File: src/rtl/seg7_monitor_if.sv
// Signal bundle between a seven-segment driver and the monitor that decodes it.
// locked mirrors the monitor's FSM state (1 = LOCKED) for observation.
interface seg7_monitor_if;
  logic [6:0] segments;
  logic [3:0] digit;
  logic       digit_valid;
  logic       blank;
  logic       invalid;
  logic       invalid_seen;
  logic       seq_error;
  logic [7:0] digit_count;
  logic [7:0] err_count;
  logic       locked;

  modport master (
    output segments,
    input  digit, digit_valid, blank, invalid, invalid_seen, seq_error,
    input  digit_count, err_count, locked
  );

  modport slave (
    input  segments,
    output digit, digit_valid, blank, invalid, invalid_seen, seq_error,
    output digit_count, err_count, locked
  );
endinterface

File: src/rtl/seg7_monitor.sv
// Debounces a seven-segment pattern, decodes it to hex, and checks that
// accepted digits count upward by one (mod 16).
module seg7_monitor #(
  parameter int unsigned STABLE_CYCLES = 4
) (
  input logic          clk,
  input logic          rst,
  seg7_monitor_if.slave bus
);
  typedef enum logic {SETTLE, LOCKED} state_t;

  localparam logic [7:0] LAST_COUNT = 8'(STABLE_CYCLES - 1);

  state_t     state, state_next;
  logic [6:0] seg_q, seg_prev;
  logic [7:0] cnt, cnt_next;
  logic       changed, accept;
  logic [3:0] hex_val;
  logic       is_hex, is_blank;

  logic [3:0] digit_r, ref_digit;
  logic       seeded;
  logic       digit_valid_r, blank_r, invalid_r, invalid_seen_r, seq_error_r;
  logic [7:0] digit_count_r, err_count_r;

  always_ff @(posedge clk) begin
    if (rst) begin
      seg_q    <= 7'h00;
      seg_prev <= 7'h00;
      state    <= SETTLE;
      cnt      <= 8'd0;
    end else begin
      seg_q    <= bus.segments;
      seg_prev <= seg_q;
      state    <= state_next;
      cnt      <= cnt_next;
    end
  end

  // The compare against seg_prev is what makes acceptance land STABLE_CYCLES
  // edges after the pattern first reaches seg_q.
  always_comb begin
    state_next = state;
    cnt_next   = cnt;
    accept     = 1'b0;
    changed    = (seg_q != seg_prev);
    case (state)
      SETTLE: begin
        if (changed) begin
          cnt_next = 8'd0;
        end else begin
          cnt_next = cnt + 8'd1;
          if (cnt_next == LAST_COUNT) begin
            accept     = 1'b1;
            state_next = LOCKED;
          end
        end
      end
      LOCKED: begin
        if (changed) begin
          cnt_next   = 8'd0;
          state_next = SETTLE;
        end
      end
      default: state_next = SETTLE;
    endcase
  end

  always_comb begin
    hex_val  = 4'h0;
    is_hex   = 1'b1;
    is_blank = (seg_q == 7'h00);
    case (seg_q)
      7'h3F: hex_val = 4'h0;
      7'h06: hex_val = 4'h1;
      7'h5B: hex_val = 4'h2;
      7'h4F: hex_val = 4'h3;
      7'h66: hex_val = 4'h4;
      7'h6D: hex_val = 4'h5;
      7'h7D: hex_val = 4'h6;
      7'h07: hex_val = 4'h7;
      7'h7F: hex_val = 4'h8;
      7'h6F: hex_val = 4'h9;
      7'h77: hex_val = 4'hA;
      7'h7C: hex_val = 4'hB;
      7'h39: hex_val = 4'hC;
      7'h5E: hex_val = 4'hD;
      7'h79: hex_val = 4'hE;
      7'h71: hex_val = 4'hF;
      default: is_hex = 1'b0;
    endcase
  end

  always_ff @(posedge clk) begin
    if (rst) begin
      digit_r        <= 4'h0;
      ref_digit      <= 4'h0;
      seeded         <= 1'b0;
      digit_valid_r  <= 1'b0;
      blank_r        <= 1'b1;
      invalid_r      <= 1'b0;
      invalid_seen_r <= 1'b0;
      seq_error_r    <= 1'b0;
      digit_count_r  <= 8'd0;
      err_count_r    <= 8'd0;
    end else begin
      digit_valid_r <= 1'b0;
      invalid_r     <= 1'b0;
      seq_error_r   <= 1'b0;
      if (accept) begin
        if (is_hex) begin
          digit_r       <= hex_val;
          digit_valid_r <= 1'b1;
          blank_r       <= 1'b0;
          digit_count_r <= digit_count_r + 8'd1;
          ref_digit     <= hex_val;
          seeded        <= 1'b1;
          if (seeded && (hex_val != ref_digit + 4'd1)) begin
            seq_error_r <= 1'b1;
            if (err_count_r != 8'hFF) err_count_r <= err_count_r + 8'd1;
          end
        end else if (is_blank) begin
          blank_r <= 1'b1;
        end else begin
          invalid_r      <= 1'b1;
          invalid_seen_r <= 1'b1;
          blank_r        <= 1'b0;
        end
      end
    end
  end

  assign bus.digit        = digit_r;
  assign bus.digit_valid  = digit_valid_r;
  assign bus.blank        = blank_r;
  assign bus.invalid      = invalid_r;
  assign bus.invalid_seen = invalid_seen_r;
  assign bus.seq_error    = seq_error_r;
  assign bus.digit_count  = digit_count_r;
  assign bus.err_count    = err_count_r;
  assign bus.locked       = (state == LOCKED);
endmodule

File: src/flat_wrapper.sv
// flat-port wrapper written by rule: the top's interface ports become plain ports
module seg7_monitor_flat 
#(
  parameter int unsigned STABLE_CYCLES = 4
)
  (clk, rst, bus_segments, bus_digit, bus_digit_valid, bus_blank, bus_invalid, bus_invalid_seen, bus_seq_error, bus_digit_count, bus_err_count, bus_locked);
  seg7_monitor_if bus_i ();
  input logic clk;
  input logic rst;
  input wire logic [$bits(bus_i.segments)-1:0] bus_segments;
  output wire logic [$bits(bus_i.digit)-1:0] bus_digit;
  output wire logic [$bits(bus_i.digit_valid)-1:0] bus_digit_valid;
  output wire logic [$bits(bus_i.blank)-1:0] bus_blank;
  output wire logic [$bits(bus_i.invalid)-1:0] bus_invalid;
  output wire logic [$bits(bus_i.invalid_seen)-1:0] bus_invalid_seen;
  output wire logic [$bits(bus_i.seq_error)-1:0] bus_seq_error;
  output wire logic [$bits(bus_i.digit_count)-1:0] bus_digit_count;
  output wire logic [$bits(bus_i.err_count)-1:0] bus_err_count;
  output wire logic [$bits(bus_i.locked)-1:0] bus_locked;
  assign bus_i.segments = bus_segments;
  assign bus_digit = bus_i.digit;
  assign bus_digit_valid = bus_i.digit_valid;
  assign bus_blank = bus_i.blank;
  assign bus_invalid = bus_i.invalid;
  assign bus_invalid_seen = bus_i.invalid_seen;
  assign bus_seq_error = bus_i.seq_error;
  assign bus_digit_count = bus_i.digit_count;
  assign bus_err_count = bus_i.err_count;
  assign bus_locked = bus_i.locked;
  seg7_monitor #(.STABLE_CYCLES(STABLE_CYCLES)) u_core (.clk(clk), .rst(rst), .bus(bus_i));
endmodule
File: config.mk
export PLATFORM = sky130hd
export DESIGN_NAME = seg7_monitor_flat
export DESIGN_NICKNAME = d
export VERILOG_FILES = /design/src/rtl/seg7_monitor_if.sv /design/src/rtl/seg7_monitor.sv /design/src/flat_wrapper.sv
export SDC_FILE = /design/constraint.sdc
export NUM_CORES = 1
export LEC_CHECK = 0
export ABC_CLOCK_PERIOD_IN_PS = 6200
export BUFFER_PORTS_ARGS = -buffer_cell sky130_fd_sc_hd__buf_4
export CORE_ASPECT_RATIO = 0.75
export CORE_UTILIZATION = 55
export CTS_CLUSTER_DIAMETER = 80
export DETAILED_ROUTE_END_ITERATION = 16
export GPL_TIMING_DRIVEN = 0
export PLACE_DENSITY = 0.77
export SYNTH_ARGS = -nofsm -noshare
export SYNTH_HDL_FRONTEND = slang
export SYNTH_SLANG_ARGS = --single-unit
File: constraint.sdc
create_clock -name clk -period 6.2 [get_ports clk]
set_input_delay 1.24 -clock clk [delete_from_list [all_inputs] [get_ports clk]]
set_output_delay 1.24 -clock clk [all_outputs]
set_load 0.02 [all_outputs]
Word level (Yosys, flattened, before mapping). Cells that the tools add are included.

Multipliers: 0. Order comparisons: 0. Shift-type cells: 0. Div/mod/pow operators: 0. Reduce and logical (&&, ||, !) cells: 9. Add/sub/neg operators: 4. Eq/ne operators: 21. Bitwise logic cells: 4. Muxes and demuxes: 15.

Operators with widths (count): == test 7 bit (second input constant) (12); one-hot mux 4 bit (15 select lines) (1); adder 8 x 1 -> 8 bit (second input constant) (3); 2-to-1 mux 8 bit (2); one-hot mux 8 bit (2 select lines) (1); OR reduction 16 bit (1); == test 7 x 3 -> 1 bit (second input constant) (2); == test 7 x 6 -> 1 bit (second input constant) (2); 2-to-1 mux 1 bit (10); == test 8 x 2 -> 1 bit (second input constant) (1); inequality test 8 bit (second input constant) (1); zero test 7 bit (1); inequality test 7 bit (1); OR reduction 3 bit (2); adder 4 x 1 -> 4 bit (second input constant) (1); inequality test 4 bit (1); NOT 1 bit (4); AND reduction 4 bit (1); AND reduction 3 bit (1); inequality test 2 bit (second input constant) (1); one-hot mux 1 bit (2 select lines) (1); AND reduction 2 bit (1); OR reduction 2 bit (1); logical AND 1 bit (1).

Input port bits: 9. Bits in latches: 0. Memory bits (read-only): 0. Bits in registers: 49. Bits in writable memories: 0. Memories kept: 0.

Depth between registers and ports, before layout. Gate-level depths: netlist (run 1).

Word-level depth: 7. Gate-level depth with buffers: 10. Depth with buffers taken out: 7.

Worst setup path before layout (run 1). No wires, ideal clock.

Path kind: reg2reg. Start point: register u_core.cnt[3]. End point: register u_core.err_count_r[5], in the netlist u_core.bus.err_count[5]. Period minus slack after synthesis: 2232 ps. Buffers on the path: 2. Cell stages (with the launch flop): 10. Setup time: 123 ps. Arrival: 2109 ps. Setup slack: 3968 ps. Required time: 6077 ps. Path through: dfxtp_1 > or3_1 > mux2i_1 > a31o_1 > and4_1 > buf_4 > nand3_2 > buf_6 > nor4_1 > mux2_1.

Longest elaborated chain between the ends: 6.

Ends and longest elaborated chain: from (decl) (line seg7_monitor.sv:16) `logic [7:0] cnt, cnt_next;`; from (signal assigned) (line seg7_monitor.sv:36) `cnt <= cnt_next;`; adder 8 x 1 -> 8 bit (line seg7_monitor.sv:52) `cnt_next = cnt + 8'd1;`; == test 8 x 2 -> 1 bit (line seg7_monitor.sv:53) `if (cnt_next == LAST_COUNT) begin`; 2-to-1 mux 1 bit (line seg7_monitor.sv:53); 2-to-1 mux 1 bit (line seg7_monitor.sv:49) `if (changed) begin`; 2-to-1 mux 1 bit (line seg7_monitor.sv:47) `case (state)`; AND reduction 4 bit (no source line); to (signal assigned) (line seg7_monitor.sv:120) `if (err_count_r != 8'hFF) err_count_r <= err_count_r + 8'd1;`; to (decl) (line seg7_monitor.sv:24) `logic [7:0] digit_count_r, err_count_r;`.

No other way between the ends. A chain may end at the register's enable or synchronous reset.

Worst setup path after layout (run 1).
Start point: register u_core.seg_q[1]. End point: register u_core.err_count_r[5], in the netlist u_core.bus.err_count[5].

Longest elaborated chain between the ends: 5. Elaborated cells on any way between the ends: 25. Classes of those cells: 18 x eq/ne; 4 x mux; 3 x reduce/logical.

Ends and longest elaborated chain: from (decl) (line seg7_monitor.sv:15) `logic [6:0] seg_q, seg_prev;`; from (signal assigned) (line seg7_monitor.sv:33) `seg_q <= bus.segments;`; == test 7 bit, or another cell as far along (line seg7_monitor.sv:73) `case (seg_q)`; one-hot mux 4 bit (15 select lines) (line seg7_monitor.sv:73); inequality test 4 bit (line seg7_monitor.sv:118) `if (seeded && (hex_val != ref_digit + 4'd1)) begin`; logical AND 1 bit (line seg7_monitor.sv:118); AND reduction 4 bit (no source line) *.

Every way passes the cells marked *; elsewhere a longest branch is shown, timed or not.

==> results of run 1 <==
synth_stat cells, drive strengths merged, types with 3 or more instances:
master | n | area share (%)
and2 | 5 | 1.3
nand4 | 12 | 3.2
xnor2 | 9 | 3.1
xor2 | 15 | 5.1
nand3 | 13 | 3.4
or3 | 5 | 1.2
o21ai | 4 | 0.78
nor3 | 4 | 0.97
nor4 | 5 | 1.5
o31ai | 3 | 0.88
a21oi | 17 | 3.5
a31oi | 3 | 0.73
nor4b | 3 | 1.0
and4 | 4 | 1.4
and3 | 3 | 0.73
mux2i | 4 | 1.6
dfxtp | 49 | 38
or4 | 3 | 0.88
mux2 | 3 | 1.5
nor2b | 19 | 4.6
inv | 4 | 0.58
clkbuf | 3 | 0.44
ha | 5 | 2.4
o22ai | 3 | 0.97
buf | 15 | 3.8
nor2 | 28 | 4.1
nand2 | 21 | 3.1
registers in the layout, indices dropped and copies added (netlist names):
signal / count
u_core.bus.digit_count: 8
u_core.bus.err_count: 8
u_core.cnt: 8
u_core.seg_prev: 7
u_core.seg_q: 7
u_core.bus.digit: 4
u_core.bus.blank: 1
u_core.bus.digit_valid: 1
u_core.bus.invalid: 1
u_core.bus.invalid_seen: 1
u_core.bus.locked: 1
u_core.bus.seq_error: 1
u_core.seeded: 1
stage by stage:
step | utilization, % | cell area (µm²) | total power, mW | setup slack, ns
finish | 66.6 | 2980 | 0.542 | 3.46
detailed placement | 64.8 | 2890 | 0.370 | 3.53
CTS | 66.6 | 2980 | 0.550 | 3.51
floorplan | - | 2570 | 0.358 | 3.97
global route | 66.6 | 2980 | 0.571 | 3.30
global placement | 64.8 | 2890 | 0.369 | 3.59
power groups by stage:
stage / logic (mW) / clock network [mW] / registers (mW)
after floorplan: 0.0291 / 0 / 0.329
after global placement: 0.0390 / 0 / 0.330
after detailed placement: 0.0399 / 0 / 0.330
after CTS: 0.0400 / 0.188 / 0.322
after global routing: 0.0443 / 0.204 / 0.323
final: 0.0403 / 0.179 / 0.322
per-layer routing:
metal | wire length (µm) | share of wire, % | track usage, % | up-vias
li1 | - | - | - | 1117
met4 | 49 | 0.93 | 8.42 | 0
met1 | 2670 | 51 | 33.1 | 996
met3 | 332 | 6.3 | 7.85 | 4
met2 | 2230 | 42 | 32.2 | 68
met5 | 0 | 0 | 0 | -
final cells by class:
cell class | count | area (µm²) | share of cell area, %
clock inverter | 2 | 10.0 | 0.336
buffer | 18 | 110 | 3.70
inverter | 4 | 15.0 | 0.504
sequential | 49 | 981 | 33.0
clock buffer | 6 | 72.6 | 2.44
multi-input combinational | 216 | 1460 | 49.1
timing repair buffer | 34 | 255 | 8.58
tap | 57 | 71.3 | 2.40
cell families after synthesis:
kind of cell	Yosys count
simple gates	130
compound gates	50
flops	49
xor+xnor	24
buf+inv	22
mux	7
fa+ha+maj	5
final timing paths:
kind	slack, ns	endpoint	startpoint
worst max register to register	3.46	u_core.bus.err_count[5]	u_core.seg_q[1]
worst min register to register	0.46	u_core.bus.invalid_seen	u_core.bus.invalid_seen
worst min-delay path	0.46	u_core.bus.invalid_seen	u_core.bus.invalid_seen
worst max-delay path	3.46	u_core.bus.err_count[5]	u_core.seg_q[1]
==> impl_metrics.py, run 1 <==
metrics = {
    "run_status": {
        "status": "complete, no violations",
    },
    "yosys": {
        "synth-xor-area-share_pct": 8.19,
        "synthAdderAreaFrac_pct": 2.44,
        "netlist_area_um2": 2570,
        "synth_top_family_by_area": "simple AND/OR/NAND/NOR gates",
        "synth_fp_nets": 301,
        "seq_area_frac_synth_pct": 38.2,
        "ys_warn_count": 0,
        "synth_compound_area_share_pct": 14.0,
        "synth_mux_area_share_pct": 3.02,
        "yosys_most_used_dff": "dfxtp_1",
        "yosys.area_share.simple_pct": 29.2,
        "synth-edff-count": 0,
        "ys_ff_latch": 49,
        "synth_async_sr_flop_share_pct": 0,
        "synthCells": 287,
        "syn_avg_cell_area_um2": 8.95,
        "yosysUniqueCellTypes": 60,
    },
    "critical_path": {
        "crit_chain": "buf_2 -> xnor2_1 -> nand4_1 -> nor4_2 -> and4_1 -> buf_4 -> nand3_2 -> buf_6 -> nor4_1 -> mux2_1",
        "crit_path_end_kind": "flip-flop",
        "critPathMaxFanout": 10,
        "cp.arrival_ns": 2.93,
        "worstSetupStartpointType": "flip-flop",
        "path_delay_family": "simple AND/OR/NAND/NOR gates",
        "worst-path-buf-inv": 3,
        "cp.depth": 10,
        "max_stage_delay_ns": 0.45,
        "critical_path_class": "reg -> reg",
        "required_ns": 6.39,
        "cp_slowest_cell": "nor4_1",
        "reg2regPathDepth": 10,
    },
    "power_and_ir_drop": {
        "swShare_pct": 23.5,
        "power_frac_comb_pct": 7.4,
        "pwr-share-seq_pct": 59.5,
        "p_int_uw": 414,
        "leakagePower_nw": 1.18,
        "pwr-share-clk_pct": 33.1,
        "power_density_nw_per_um2": 182,
        "power.switching_uw": 128,
        "peakVddDrop_mv": 0.165,
    },
    "timing": {
        "timing.hold.ws_ns": 0.463,
        "fmax_mhz": 365,
        "rsz0062_at_grt": "no",
        "slew_headroom_pct": 60.8,
        "fin_crit_sh_pct": 44.2,
        "drv_slew": 0,
        "worst_slew_pin_slew_ns": 0.580,
        "period_needed_ns": 2.74,
        "setup_violations": 0,
        "tns_ns": 0,
        "hold_viol_final": 0,
        "fin_skew_ns": 0.00659,
    },
    "global_routing": {
        "grt_pass1_wl_mm": 8.47,
        "antenna_found_initial": 0,
        "overflow": 0,
        "gr-usage-all-layers_pct": 23.2,
        "grt_pass1_vias": 1791,
        "grt_max_degree": 15,
    },
    "detailed_routing": {
        "drtPass1Iterations": 4,
        "vias": 2185,
        "drc_errors": 0,
        "postRouteAntennaNets": 0,
        "wl_per_cell_um": 13.7,
        "wirelength_mm": 5.29,
        "vias_per_cell": 5.66,
        "drtIter0Drc": 148,
    },
    "clock_tree": {
        "insertion_delay_ns": 0.30,
        "cts_resized": 0,
        "cts_setup_buffers": 0,
        "cts_tree": "built",
        "cts.clk_slew.worst_paths_ns": 0.08,
        "cts_hold_buffers": 0,
        "cts_max_level": 2,
        "root_buffer": "clkbuf_8",
        "numCtsBuffers": 5,
        "clock-sinks": 49,
        "cts_max_path_buffers": 2,
    },
    "die": {
        "core_area_um2": 4470,
        "core.rowCount": 21,
        "start_util_pct": 57.5,
        "die_area_um2": 4950,
        "die_x_um": 80.9,
        "die_h_um": 61.2,
        "io_pins": 35,
    },
    "place": {
        "routabilityCongestion": 0.898,
        "dp_cells": 378,
        "dp_hpwl_mm": 3.88,
        "io_buffers": 34,
    },
    "cells_and_area": {
        "instances_no_fill": 386,
        "final_cell_mix": "49 x dfxtp_1, 37 x buf_4, 28 x nor2_1",
        "nets": 342,
        "n_fill_cell": 396,
        "final_common_cell": "dfxtp_1",
        "diodes": 0,
        "synthToLayoutAreaGrowth_pct": 15.9,
        "layout-drive-gt1-share_pct": 20.4,
    },
    "job": {
        "cap_viol_max_count": 0,
    },
    "min_path": {
        "whs_path_depth": 1,
        "hold_class": "reg -> reg",
    },
}
Note: power is estimated with default switching activity, not from simulation.
==> run 2: changes to the inputs <==
--- a/config.mk
+++ b/config.mk
@@ -5,14 +5,15 @@
 export SDC_FILE = /design/constraint.sdc
 export NUM_CORES = 1
 export LEC_CHECK = 0
-export ABC_CLOCK_PERIOD_IN_PS = 6200
+export ABC_AREA = 1
+export ABC_CLOCK_PERIOD_IN_PS = 2250
 export BUFFER_PORTS_ARGS = -buffer_cell sky130_fd_sc_hd__buf_4
 export CORE_ASPECT_RATIO = 0.75
-export CORE_UTILIZATION = 55
+export CORE_UTILIZATION = 52
 export CTS_CLUSTER_DIAMETER = 80
 export DETAILED_ROUTE_END_ITERATION = 16
 export GPL_TIMING_DRIVEN = 0
-export PLACE_DENSITY = 0.77
+export PLACE_DENSITY = 0.76
 export SYNTH_ARGS = -nofsm -noshare
 export SYNTH_HDL_FRONTEND = slang
 export SYNTH_SLANG_ARGS = --single-unit
==> constraint.sdc (replaced) <==
create_clock -name clk -period 2.25 [get_ports clk]
set_input_delay 0.45 -clock clk [delete_from_list [all_inputs] [get_ports clk]]
set_output_delay 0.45 -clock clk [all_outputs]
set_load 0.02 [all_outputs]
==> impl_metrics.py, run 2 <==
metrics = {
    "run_status": {
        "status": "complete, no violations",
    },
    "critical_path": {
        "crit_chain": "ha_2 -> nand3_1 -> nor2_1 -> xor2_1 -> nor2_1 -> nand3_1 -> nor4_2 -> nand2_1 -> nand2_1 -> a21oi_1",
        "required_ns": 2.43,
        "cp_slowest_cell": "nor4_2",
        "critPathMaxFanout": 6,
        "crit_path_end_kind": "flip-flop",
        "worstSetupStartpointType": "flip-flop",
        "critical_path_class": "reg -> reg",
        "cp.arrival_ns": 2.21,
        "max_stage_delay_ns": 0.42,
    },
    "cells_and_area": {
        "n_fill_cell": 433,
        "nets": 458,
        "final_common_cell": "nand2_1",
        "multi_input_area_um2": 1470,
        "fin_area_um2": 3150,
        "diodes": 0,
        "final_cell_mix": "102 x nand2_1, 55 x nor2_1, 47 x dfxtp_1",
        "regArea_um2": 988,
        "layout-drive-gt1-share_pct": 22.2,
        "synthToLayoutAreaGrowth_pct": 16.4,
    },
    "yosys": {
        "ys_ff_latch": 49,
        "seq_area_frac_synth_pct": 36.2,
        "yosys_most_used_dff": "dfxtp_1",
        "yosys.area.top_type": "dfxtp_1",
        "syn_avg_cell_area_um2": 6.74,
        "synthTopCellsByArea": "dfxtp_1 36%, nand2_1 14%, nor2_1 7.8%, inv_1 6.2%, nand3_1 4.1%",
        "synth_top_area_share_pct": 36.2,
        "synth.top_cells.by_count": "102 x nand2_1, 56 x nor2_1, 49 x dfxtp_1",
        "synth_async_sr_flop_share_pct": 0,
        "synthCells": 402,
        "netlist_area_um2": 2710,
        "synth_fp_nets": 416,
        "synth.most_common_cell": "nand2_1",
        "synth-edff-count": 0,
        "ys_warn_count": 0,
        "yosysUniqueCellTypes": 34,
    },
    "die": {
        "start_util_pct": 54.7,
        "core.rowCount": 22,
        "die_x_um": 85.3,
        "die_h_um": 64.5,
        "io_pins": 35,
        "die_area_um2": 5500,
        "core_area_um2": 4950,
    },
    "place": {
        "io_buffers": 33,
        "routabilityCongestion": 0.880,
        "dp_hpwl_mm": 4.56,
        "post_dp_cell_area_um2": 3030,
        "dp_slack_ns": 0.0827,
    },
    "detailed_routing": {
        "drc_errors": 0,
        "drtPass1Iterations": 5,
        "vias_per_cell": 5.09,
        "vias": 2569,
        "wirelength_mm": 6.01,
        "drtIter0Drc": 120,
        "wl_per_cell_um": 11.9,
        "postRouteAntennaNets": 0,
    },
    "timing": {
        "rsz0062_at_grt": "no",
        "fmax_mhz": 494,
        "slew_headroom_pct": 62.9,
        "drv_slew": 0,
        "layout_setup_ws_ns": 0.224,
        "tns_ns": 0,
        "period_needed_ns": 2.03,
        "worst_slew_pin_slew_ns": 0.551,
        "fin_crit_sh_pct": 90.0,
        "setup_violations": 0,
        "hold_viol_final": 0,
        "fin_skew_ns": 0.00794,
    },
    "global_routing": {
        "gr-usage-all-layers_pct": 24.0,
        "grt_pass1_wl_mm": 10.5,
        "grt_pass1_vias": 2366,
        "overflow": 0,
        "antenna_found_initial": 0,
        "grt_max_degree": 16,
    },
    "clock_tree": {
        "cts.clk_slew.worst_paths_ns": 0.09,
        "cts_hold_buffers": 0,
        "insertion_delay_ns": 0.31,
        "cts_tree": "built",
        "clock-sinks": 49,
        "cts_max_level": 2,
        "cts_max_path_buffers": 2,
        "root_buffer": "clkbuf_8",
        "numCtsBuffers": 5,
    },
    "min_path": {
        "hold_class": "in -> reg",
    },
    "power_and_ir_drop": {
        "peakVddDrop_mv": 0.307,
        "leakagePower_nw": 1.43,
        "power_density_nw_per_um2": 478,
    },
    "job": {
        "cap_viol_max_count": 0,
    },
}
[run 2: metrics by stage]
stage / power (mW) / instances / utilization, % / hold WS, ns
6_report: 1.51 / 505 / 63.7 / 0.338
5_1_grt: 1.58 / 505 / 63.7 / 0.349
4_1_cts: 1.52 / 503 / 62.9 / 0.340
3_5_place_dp: 1.01 / 495 / 61.2 / 0.475
3_3_place_gp: 1.01 / 495 / 61.2 / 0.476
2_1_floorplan: 0.983 / 402 / - / 0.456
[run 2: worst paths after layout]
path | cells after the start | slack, ns | to | start
setup / recovery | 10 | 0.22 | u_core.bus.digit_count[4] | u_core.cnt[1]
hold / removal | 3 | 0.34 | u_core.seg_q[2] | bus_segments[2]
setup reg to reg | 10 | 0.22 | u_core.bus.digit_count[4] | u_core.cnt[1]
hold reg to reg | 2 | 0.49 | u_core.cnt[7] | u_core.cnt[7]
[run 2: cells by family (layout without fill, tap and decap cells)]
logic type                 after synthesis  in the layout  share of synthesized area [%]
AOI/OAI and AO/OA                       39             39                           7.99
xor gates and xnor gates                12             12                           3.88
adders and majority gates                5              5                           2.31
buffers and inverters                   64            107                           9.88
DFF                                     49             49                           36.2
and+or+nand+nor                        233            233                           39.7
[run 2: repair_timing]
item / 4_1_cts / 5_1_grt
setup buffers: 0 / 2
gates resized for setup: 0 / 9
setup endpoints to repair: 0 / 20
[run 2: report_power, final]
group	switching [mW]	internal [mW]
Clock	0.298	0.215
Sequential	0.00903	0.878
Combinational	0.0691	0.0390
[run 2: critical path: cells and delay by family, from the launching register on]
kind	cells	cell delay, ns
compound gates	1	0.06
xor+xnor	1	0.11
fa+ha+maj	1	0.20
flops	1	0.39
simple gates	7	1.15
[run 2: routing by layer]
layer | GRT usage [%] | vias up | part of all wire, %
met1 | 31.8 | 1153 | 50
li1 | - | 1344 | -
met3 | 4.08 | 10 | 4.3
met4 | 8.13 | 0 | 1.4
met5 | 0 | - | 0
met2 | 39.9 | 62 | 44
[run 2: layout make-up]
type                    count  share of cell area (%)
plain buffers              11                    2.30
clock buffers               5                    2.18
clock inverters             3                   0.555
inverters                  53                    6.31
multi-input cells         289                    46.6
flip-flops and latches     49                    31.3
well taps                  60                    2.38
repair buffers             35                    8.33
